<file path="config.mk">
export PLATFORM = sky130hd
export DESIGN_NAME = dense_layer_engine_flat
export DESIGN_NICKNAME = d
export VERILOG_FILES = /design/src/rtl/dense_layer_engine_if.sv /design/src/rtl/dense_layer_engine.sv /design/src/flat_wrapper.sv
export SDC_FILE = /design/constraint.sdc
export NUM_CORES = 2
export LEC_CHECK = 0
export CAP_MARGIN = 20
export CORE_MARGIN = 4
export CORE_UTILIZATION = 51
export CTS_CLUSTER_DIAMETER = 100
export DETAILED_ROUTE_END_ITERATION = 10
export DONT_BUFFER_PORTS = 1
export PLACE_DENSITY = 0.66
export RECOVER_POWER = 25
export SYNTH_ARGS = -nofsm -noshare
export SYNTH_HDL_FRONTEND = slang
export SYNTH_SLANG_ARGS = --single-unit
</file>
<file path="constraint.sdc">
create_clock -name clk -period 19.27 [get_ports clk]
set_input_delay 0.9635 -clock clk [delete_from_list [all_inputs] [get_ports clk]]
set_output_delay 0.9635 -clock clk [all_outputs]
set_load 0.05 [all_outputs]
</file>
<file path="src/rtl/dense_layer_engine_if.sv">
// dense_layer_engine_if
//   Memory read ports and result stream of the dense layer engine.
//   master : engine side (drives addresses/enables and the result stream)
//   slave  : memory models and result consumer
//   act_*  : activation RAM, 1-cycle read latency
//   wgt_*  : weight ROM, packed as c*in_size + i, 1-cycle read latency
//   bias_* : bias ROM, 1-cycle read latency
//   out_*  : valid/ready result stream (data, raw accumulator, channel)
interface dense_layer_engine_if #(
  parameter int MAX_IN  = 256,
  parameter int MAX_OUT = 64,
  parameter int ACC_W   = 32
);
  localparam int AAW = $clog2(MAX_IN);
  localparam int WAW = $clog2(MAX_IN*MAX_OUT);
  localparam int BAW = $clog2(MAX_OUT);

  logic [AAW-1:0]          act_addr;
  logic                    act_re;
  logic signed [7:0]       act_rdata;
  logic [WAW-1:0]          wgt_addr;
  logic                    wgt_re;
  logic signed [7:0]       wgt_rdata;
  logic [BAW-1:0]          bias_addr;
  logic                    bias_re;
  logic signed [ACC_W-1:0] bias_rdata;
  logic                    out_valid;
  logic                    out_ready;
  logic signed [7:0]       out_data;
  logic signed [ACC_W-1:0] out_acc;
  logic [BAW-1:0]          out_channel;

  modport master (
    output act_addr, act_re, input act_rdata,
    output wgt_addr, wgt_re, input wgt_rdata,
    output bias_addr, bias_re, input bias_rdata,
    output out_valid, out_data, out_acc, out_channel, input out_ready
  );

  modport slave (
    input act_addr, act_re, output act_rdata,
    input wgt_addr, wgt_re, output wgt_rdata,
    input bias_addr, bias_re, output bias_rdata,
    input out_valid, out_data, out_acc, out_channel, output out_ready
  );
endinterface

</file>
<file path="src/rtl/dense_layer_engine.sv">
// dense_layer_engine
//   Fully-connected layer, one output channel at a time:
//   out[c] = requant(bias[c] + sum_i (act[i] - input_zp) * w[c][i])
//   Ports:
//     clk, reset_n       : clock, asynchronous active-low reset
//     start              : single-cycle start, ignored while busy
//     cfg_*              : layer config, latched on an accepted start
//     bus (master)       : activation/weight/bias reads, result stream
//     busy               : high from the cycle after start until done
//     done               : one-cycle pulse after the last channel is accepted
module dense_layer_engine #(
  parameter int MAX_IN  = 256,
  parameter int MAX_OUT = 64,
  parameter int ACC_W   = 32,
  parameter int SHIFT_W = 5
) (
  input  logic                           clk,
  input  logic                           reset_n,
  input  logic                           start,
  input  logic [$clog2(MAX_IN+1)-1:0]    cfg_in_size,
  input  logic [$clog2(MAX_OUT+1)-1:0]   cfg_out_size,
  input  logic signed [7:0]              cfg_input_zp,
  input  logic signed [7:0]              cfg_output_zp,
  input  logic signed [31:0]             cfg_mult,
  input  logic [SHIFT_W-1:0]             cfg_shift,
  input  logic                           cfg_relu,
  dense_layer_engine_if.master           bus,
  output logic                           busy,
  output logic                           done
);
  localparam int ISW = $clog2(MAX_IN+1);
  localparam int OSW = $clog2(MAX_OUT+1);
  localparam int AAW = $clog2(MAX_IN);
  localparam int WAW = $clog2(MAX_IN*MAX_OUT);
  localparam int BAW = $clog2(MAX_OUT);

  typedef enum logic [2:0] {S_IDLE, S_BIAS, S_MAC, S_RQ, S_OUT, S_FIN} state_t;
  state_t state, state_nxt;

  logic [ISW-1:0]          in_size, k, in_clamp;
  logic [OSW-1:0]          out_size, out_clamp;
  logic [BAW-1:0]          c;
  logic [WAW-1:0]          wbase;     // c*in_size, advanced per channel
  logic signed [7:0]       izp, ozp;
  logic signed [31:0]      mult;
  logic [SHIFT_W-1:0]      shift;
  logic                    relu;
  logic signed [ACC_W-1:0] acc;
  logic signed [7:0]       y_q;
  logic                    last_ch, mac_rd;
  logic                    act_re_c, wgt_re_c, bias_re_c, out_valid_c;

  assign in_clamp  = (cfg_in_size > ISW'(MAX_IN)) ? ISW'(MAX_IN) : cfg_in_size;
  assign out_clamp = (cfg_out_size > OSW'(MAX_OUT)) ? OSW'(MAX_OUT) : cfg_out_size;
  assign last_ch   = ((OSW'(c) + OSW'(1)) == out_size);
  assign mac_rd    = (k < in_size);

  // MAC term: 9-bit difference, 17-bit product, sign-extended into the accumulator
  logic signed [8:0]  diff;
  logic signed [16:0] prod;
  assign diff = $signed({bus.act_rdata[7], bus.act_rdata}) - $signed({izp[7], izp});
  assign prod = diff * bus.wgt_rdata;

  // Requantisation in 64-bit signed arithmetic, round half up
  logic signed [63:0] p, rnd, r, y;
  logic [6:0]         sh;
  logic signed [7:0]  y_sat, y_rq;
  always_comb begin
    p     = $signed({{(64-ACC_W){acc[ACC_W-1]}}, acc}) * $signed({{32{mult[31]}}, mult});
    sh    = 7'd31 + 7'(shift);
    rnd   = 64'sd1 <<< (sh - 7'd1);
    r     = (p + rnd) >>> sh;
    y     = r + $signed({{56{ozp[7]}}, ozp});
    y_sat = y[7:0];
    if (y > 64'sd127)       y_sat = 8'sd127;
    else if (y < -64'sd128) y_sat = -8'sd128;
    y_rq  = (relu && (y_sat < ozp)) ? ozp : y_sat;
  end

  always_ff @(posedge clk or negedge reset_n) begin
    if (!reset_n) state <= S_IDLE;
    else          state <= state_nxt;
  end

  always_comb begin
    state_nxt   = state;
    act_re_c    = 1'b0;
    wgt_re_c    = 1'b0;
    bias_re_c   = 1'b0;
    out_valid_c = 1'b0;
    done        = 1'b0;
    busy        = (state != S_IDLE);
    case (state)
      S_IDLE: if (start) state_nxt = (out_clamp == '0) ? S_FIN : S_BIAS;
      S_BIAS: begin
        bias_re_c = 1'b1;
        state_nxt = S_MAC;
      end
      S_MAC: begin
        act_re_c = mac_rd;
        wgt_re_c = mac_rd;
        if (k == in_size) state_nxt = S_RQ;
      end
      S_RQ:   state_nxt = S_OUT;
      S_OUT: begin
        out_valid_c = 1'b1;
        if (bus.out_ready) state_nxt = last_ch ? S_FIN : S_BIAS;
      end
      S_FIN: begin
        done      = 1'b1;
        state_nxt = S_IDLE;
      end
      default: state_nxt = S_IDLE;
    endcase
  end

  always_ff @(posedge clk or negedge reset_n) begin
    if (!reset_n) begin
      in_size  <= '0;
      out_size <= '0;
      izp      <= '0;
      ozp      <= '0;
      mult     <= '0;
      shift    <= '0;
      relu     <= 1'b0;
      k        <= '0;
      c        <= '0;
      wbase    <= '0;
      acc      <= '0;
      y_q      <= '0;
    end else begin
      case (state)
        S_IDLE: if (start) begin
          in_size  <= in_clamp;
          out_size <= out_clamp;
          izp      <= cfg_input_zp;
          ozp      <= cfg_output_zp;
          mult     <= cfg_mult;
          shift    <= cfg_shift;
          relu     <= cfg_relu;
          c        <= '0;
          wbase    <= '0;
          k        <= '0;
        end
        S_BIAS: k <= '0;
        S_MAC: begin
          // k=0 consumes the bias read; k>=1 consumes the act/wgt read from k-1
          if (k == '0) acc <= bus.bias_rdata;
          else         acc <= acc + {{(ACC_W-17){prod[16]}}, prod};
          if (mac_rd)  k <= k + ISW'(1);
        end
        S_RQ: y_q <= y_rq;
        S_OUT: if (bus.out_ready && !last_ch) begin
          c     <= c + BAW'(1);
          wbase <= wbase + WAW'(in_size);
        end
        default: ;
      endcase
    end
  end

  assign bus.act_re      = act_re_c;
  assign bus.act_addr    = k[AAW-1:0];
  assign bus.wgt_re      = wgt_re_c;
  assign bus.wgt_addr    = wbase + WAW'(k);
  assign bus.bias_re     = bias_re_c;
  assign bus.bias_addr   = c;
  assign bus.out_valid   = out_valid_c;
  assign bus.out_data    = y_q;
  assign bus.out_acc     = acc;
  assign bus.out_channel = c;
endmodule

</file>
<file path="src/flat_wrapper.sv">
// flat-port wrapper written by rule: the top's interface ports become plain ports
module dense_layer_engine_flat 
#(
  parameter int MAX_IN  = 256,
  parameter int MAX_OUT = 64,
  parameter int ACC_W   = 32,
  parameter int SHIFT_W = 5
)
  (clk, reset_n, start, cfg_in_size, cfg_out_size, cfg_input_zp, cfg_output_zp, cfg_mult, cfg_shift, cfg_relu, busy, done, bus_act_addr, bus_act_re, bus_act_rdata, bus_wgt_addr, bus_wgt_re, bus_wgt_rdata, bus_bias_addr, bus_bias_re, bus_bias_rdata, bus_out_valid, bus_out_data, bus_out_acc, bus_out_channel, bus_out_ready);
  dense_layer_engine_if #(.MAX_IN(MAX_IN), .MAX_OUT(MAX_OUT), .ACC_W(ACC_W)) bus_i ();
  input  logic clk;
  input  logic reset_n;
  input  logic start;
  input  logic [$clog2(MAX_IN+1)-1:0] cfg_in_size;
  input  logic [$clog2(MAX_OUT+1)-1:0] cfg_out_size;
  input  logic signed [7:0] cfg_input_zp;
  input  logic signed [7:0] cfg_output_zp;
  input  logic signed [31:0] cfg_mult;
  input  logic [SHIFT_W-1:0] cfg_shift;
  input  logic cfg_relu;
  output logic busy;
  output logic done;
  output wire logic [$bits(bus_i.act_addr)-1:0] bus_act_addr;
  output wire logic [$bits(bus_i.act_re)-1:0] bus_act_re;
  input wire logic [$bits(bus_i.act_rdata)-1:0] bus_act_rdata;
  output wire logic [$bits(bus_i.wgt_addr)-1:0] bus_wgt_addr;
  output wire logic [$bits(bus_i.wgt_re)-1:0] bus_wgt_re;
  input wire logic [$bits(bus_i.wgt_rdata)-1:0] bus_wgt_rdata;
  output wire logic [$bits(bus_i.bias_addr)-1:0] bus_bias_addr;
  output wire logic [$bits(bus_i.bias_re)-1:0] bus_bias_re;
  input wire logic [$bits(bus_i.bias_rdata)-1:0] bus_bias_rdata;
  output wire logic [$bits(bus_i.out_valid)-1:0] bus_out_valid;
  output wire logic [$bits(bus_i.out_data)-1:0] bus_out_data;
  output wire logic [$bits(bus_i.out_acc)-1:0] bus_out_acc;
  output wire logic [$bits(bus_i.out_channel)-1:0] bus_out_channel;
  input wire logic [$bits(bus_i.out_ready)-1:0] bus_out_ready;
  assign bus_act_addr = bus_i.act_addr;
  assign bus_act_re = bus_i.act_re;
  assign bus_i.act_rdata = bus_act_rdata;
  assign bus_wgt_addr = bus_i.wgt_addr;
  assign bus_wgt_re = bus_i.wgt_re;
  assign bus_i.wgt_rdata = bus_wgt_rdata;
  assign bus_bias_addr = bus_i.bias_addr;
  assign bus_bias_re = bus_i.bias_re;
  assign bus_i.bias_rdata = bus_bias_rdata;
  assign bus_out_valid = bus_i.out_valid;
  assign bus_out_data = bus_i.out_data;
  assign bus_out_acc = bus_i.out_acc;
  assign bus_out_channel = bus_i.out_channel;
  assign bus_i.out_ready = bus_out_ready;
  dense_layer_engine #(.MAX_IN(MAX_IN), .MAX_OUT(MAX_OUT), .ACC_W(ACC_W), .SHIFT_W(SHIFT_W)) u_core (.clk(clk), .reset_n(reset_n), .start(start), .cfg_in_size(cfg_in_size), .cfg_out_size(cfg_out_size), .cfg_input_zp(cfg_input_zp), .cfg_output_zp(cfg_output_zp), .cfg_mult(cfg_mult), .cfg_shift(cfg_shift), .cfg_relu(cfg_relu), .bus(bus_i), .busy(busy), .done(done));
endmodule
</file>
==> results.ini <==
[status]
outcome = finished clean

[setup_path]
cp_slowest_cell = or3_1
critPathMaxFanout = 11
rr_startpoint = u_core.shift[2]
crit_type = reg -> reg
cpPeakStageDelay_ns = 0.57
cp-end-kind = register
required_ns = 19.70
cp.arrival_ns = 18.77
crit_buf_inv = 4
cp_top_family = compound AO/OA/AOI/OAI gates
critPathLaunchType = register
startpoint = u_core.shift[2]
critPathMostFrequentCell = fa_1

[grt]
grt_pass1_vias = 48800
gr-total-overflow = 0
grt_max_degree = 143
grtUsageMet1 = 0.387
grt_usage = 0.285
grt_pass1_wl_um = 274000
antenna_found_initial = 3
globalRouteMet2Util = 0.474
met3_usage = 0.0399
grt_busiest_layer = met2

[drt]
dr.pass1.iters = 6
route.detailed.drc = 0
via_per_inst = 5.66
post_drt_wl_per_cell_um = 20.7
dr_total_vias = 46000
ant_nets = 0
routed_wl_um = 169000
drtIter0Drc = 3351

[cells_and_area]
syn_to_final_growth_pct = 4.07
drive_above_1_share = 0.0417
nets = 8399
final_cell_area_um2 = 61900

[synth]
yosysSeqAreaShare = 0.0598
synth_warnings = 0
synth_edf_count = 0
postSynthCellCount = 6791
synth_flop_cell = dfrtp_1
synth_seq_cells = 142
synthArstFlopShare = 1.00
syn_area_um2 = 59400
avgSynthCellArea_um2 = 8.75
yosysUniqueCellTypes = 96

[timing]
setup_viol = 0
clock_skew_ns = 0.0266
fin_crit_ns = 18.34
finalMaxSlewViolations = 0
final_hold_viol_count = 0
fin_ws_ns = 0.926
slew_headroom = 0.192
fmax_mhz = 54.5
worst_pin_slew_ns = 1.21
fin_crit_sh = 0.952

[placement]
place_congestion = 1.00
pre_cts_ws_ns = 0.248
post_dp_cell_area_um2 = 61100
port_buffers = 0
hpwlAfterDp_um = 141000

[die]
core-area_um2 = 115000
start_util = 0.517
die_w_um = 349
die_y_um = 349
die_area_um2 = 122000
rows = 124
io_pins = 202

[clock_tree]
clk_pin_slew_ns = 0.09
cts_tree = built
cts_buffers = 17
clk_path_buf_depth = 2
ctsHoldBuffers = 0
cts_max_level = 4
root_buffer = clkbuf_16
clock_insertion_delay_worst_skew_ns = 0.53
clock_sinks = 142

[run]
drv_cap = 0

[min_path]
min_path_type = in -> async

[path summary, 6_finish.rpt]
check | endpoint | slack (ns) | depth (start not counted)
worst max-delay path | u_core.bus.out_data[6] | 0.93 | 67
worst min-delay path | u_core.bus.out_acc[14] | 0.13 | 0
worst max register to register | u_core.bus.out_data[6] | 0.93 | 67
worst min register to register | u_core.mult[19] | 0.48 | 2
max in group asynchronous | u_core.shift[0] | 18.73 | 0
min in group clk | u_core.mult[19] | 0.48 | 2
[what timing repair did]
action / CTS / global route
gates resized for setup: 0 / 17
endpoints found under the setup margin: 0 / 8
setup buffers: 0 / 0
[cells in the mapped netlist, types with 12 or more instances]
master | n | share of area
a211oi_1 | 40 | 0.0051
a21o_1 | 115 | 0.015
a21oi_1 | 278 | 0.023
a31oi_1 | 31 | 0.0033
and2_1 | 524 | 0.055
and3_1 | 20 | 0.0021
buf_4 | 15 | 0.0019
clkbuf_1 | 313 | 0.020
dfrtp_1 | 142 | 0.060
fa_1 | 1276 | 0.43
ha_1 | 394 | 0.083
inv_1 | 1256 | 0.079
mux2_2 | 17 | 0.0032
mux2i_1 | 91 | 0.015
mux4_2 | 12 | 0.0045
nand2_1 | 988 | 0.062
nand2b_1 | 47 | 0.0049
nand3_1 | 59 | 0.0050
nand3b_1 | 22 | 0.0028
nand4_1 | 32 | 0.0034
nor2_1 | 234 | 0.015
nor2b_1 | 45 | 0.0047
nor3_1 | 53 | 0.0045
nor4_1 | 19 | 0.0020
o211ai_1 | 21 | 0.0027
o21a_1 | 30 | 0.0038
o21ai_0 | 201 | 0.017
o21ai_1 | 15 | 0.0013
o21bai_1 | 45 | 0.0057
o31ai_1 | 21 | 0.0027
or3_1 | 22 | 0.0023
xnor2_1 | 137 | 0.020
xor2_1 | 89 | 0.013
[worst register-to-register path: cells and delay by family, from the launching register on]
| family | cells | cell delay, ns |
|---|---|---|
| AOI/OAI and AO/OA | 28 | 6.55 |
| xor gates and xnor gates | 1 | 0.36 |
| adders and majority gates | 12 | 5.26 |
| buffers and inverters | 4 | 0.23 |
| DFF | 1 | 0.49 |
| muxes | 3 | 0.94 |
| and+or+nand+nor | 19 | 4.45 |
[through the flow]
step           TNS [ns]  hold WS, ns   util  std cells
2_1_floorplan         0        0.450      -       6805
3_3_place_gp          0        0.461  0.532       8099
3_5_place_dp          0        0.467  0.532       8099
4_1_cts               0        0.101  0.537       8131
5_1_grt        -0.00638        0.105  0.538       8132
6_report              0        0.133  0.538       8134
[cell families after synthesis]
group / share of synthesized area
and+or+nand+nor: 0.171
buffers and inverters: 0.102
muxes: 0.0235
xor gates and xnor gates: 0.0337
AOI/OAI and AO/OA: 0.0970
adders and majority gates: 0.513
DFF: 0.0598
other: 0.000126
[final cells by class]
cell class                 count  area [um^2]
inverter                    1258         4720
timing repair buffer         130         1010
clock buffer                  19          433
clock inverter                13          180
multi-input combinational   5058        50000
tap                         1512         1890
sequential                   142         3570
antenna                        2         5.00
fill                       10700        53100
[layer usage]
| metal | up-vias | wire, um | share of wire |
|---|---|---|---|
| met4 | 4 | 6150 | 0.036 |
| met2 | 1508 | 81300 | 0.48 |
| met1 | 23600 | 70400 | 0.42 |
| met5 | - | 22 | 0.00013 |
| li1 | 20600 | - | - |
| met3 | 291 | 10700 | 0.063 |
[sequential cells by signal, indices dropped and copies added, names as in the netlist]
signal	count
u_core.bus.out_acc	32
u_core.mult	32
u_core.wbase	14
u_core.in_size	9
u_core.k	9
u_core.bus.out_data	8
u_core.izp	8
u_core.ozp	8
u_core.out_size	7
u_core.bus.bias_addr	6
u_core.shift	5
u_core.state	3
u_core.relu	1
[cell usage in the layout (no fill, tap or decap), types with 14 or more instances in the layout]
cell	netlist	final
nand2b_1	47	47
and2_1	524	524
a21oi_1	278	276
nor4_1	19	19
a211oi_1	40	34
nand4_1	32	32
nand2_1	988	987
nand3_1	59	59
nand3b_1	22	22
xor2_1	89	85
buf_4	15	127
dfrtp_1	142	125
o31ai_1	21	21
nor3_1	53	52
a31oi_1	31	31
clkbuf_16	0	17
and3_1	20	20
mux2i_1	91	91
dfrtp_2	0	17
mux2_2	17	17
a21o_1	115	115
ha_1	394	393
o21ai_0	201	201
xnor2_1	137	135
o21bai_1	45	45
nor2_1	234	233
inv_1	1256	1255
o21ai_1	15	14
conb_1	2	16
o211ai_1	21	21
o21a_1	30	30
nor2b_1	45	43
or3_1	22	22
fa_1	1276	1276
Power is not shown: default switching activity piles up to over one toggle a cycle in this logic, so the estimate is an artifact.
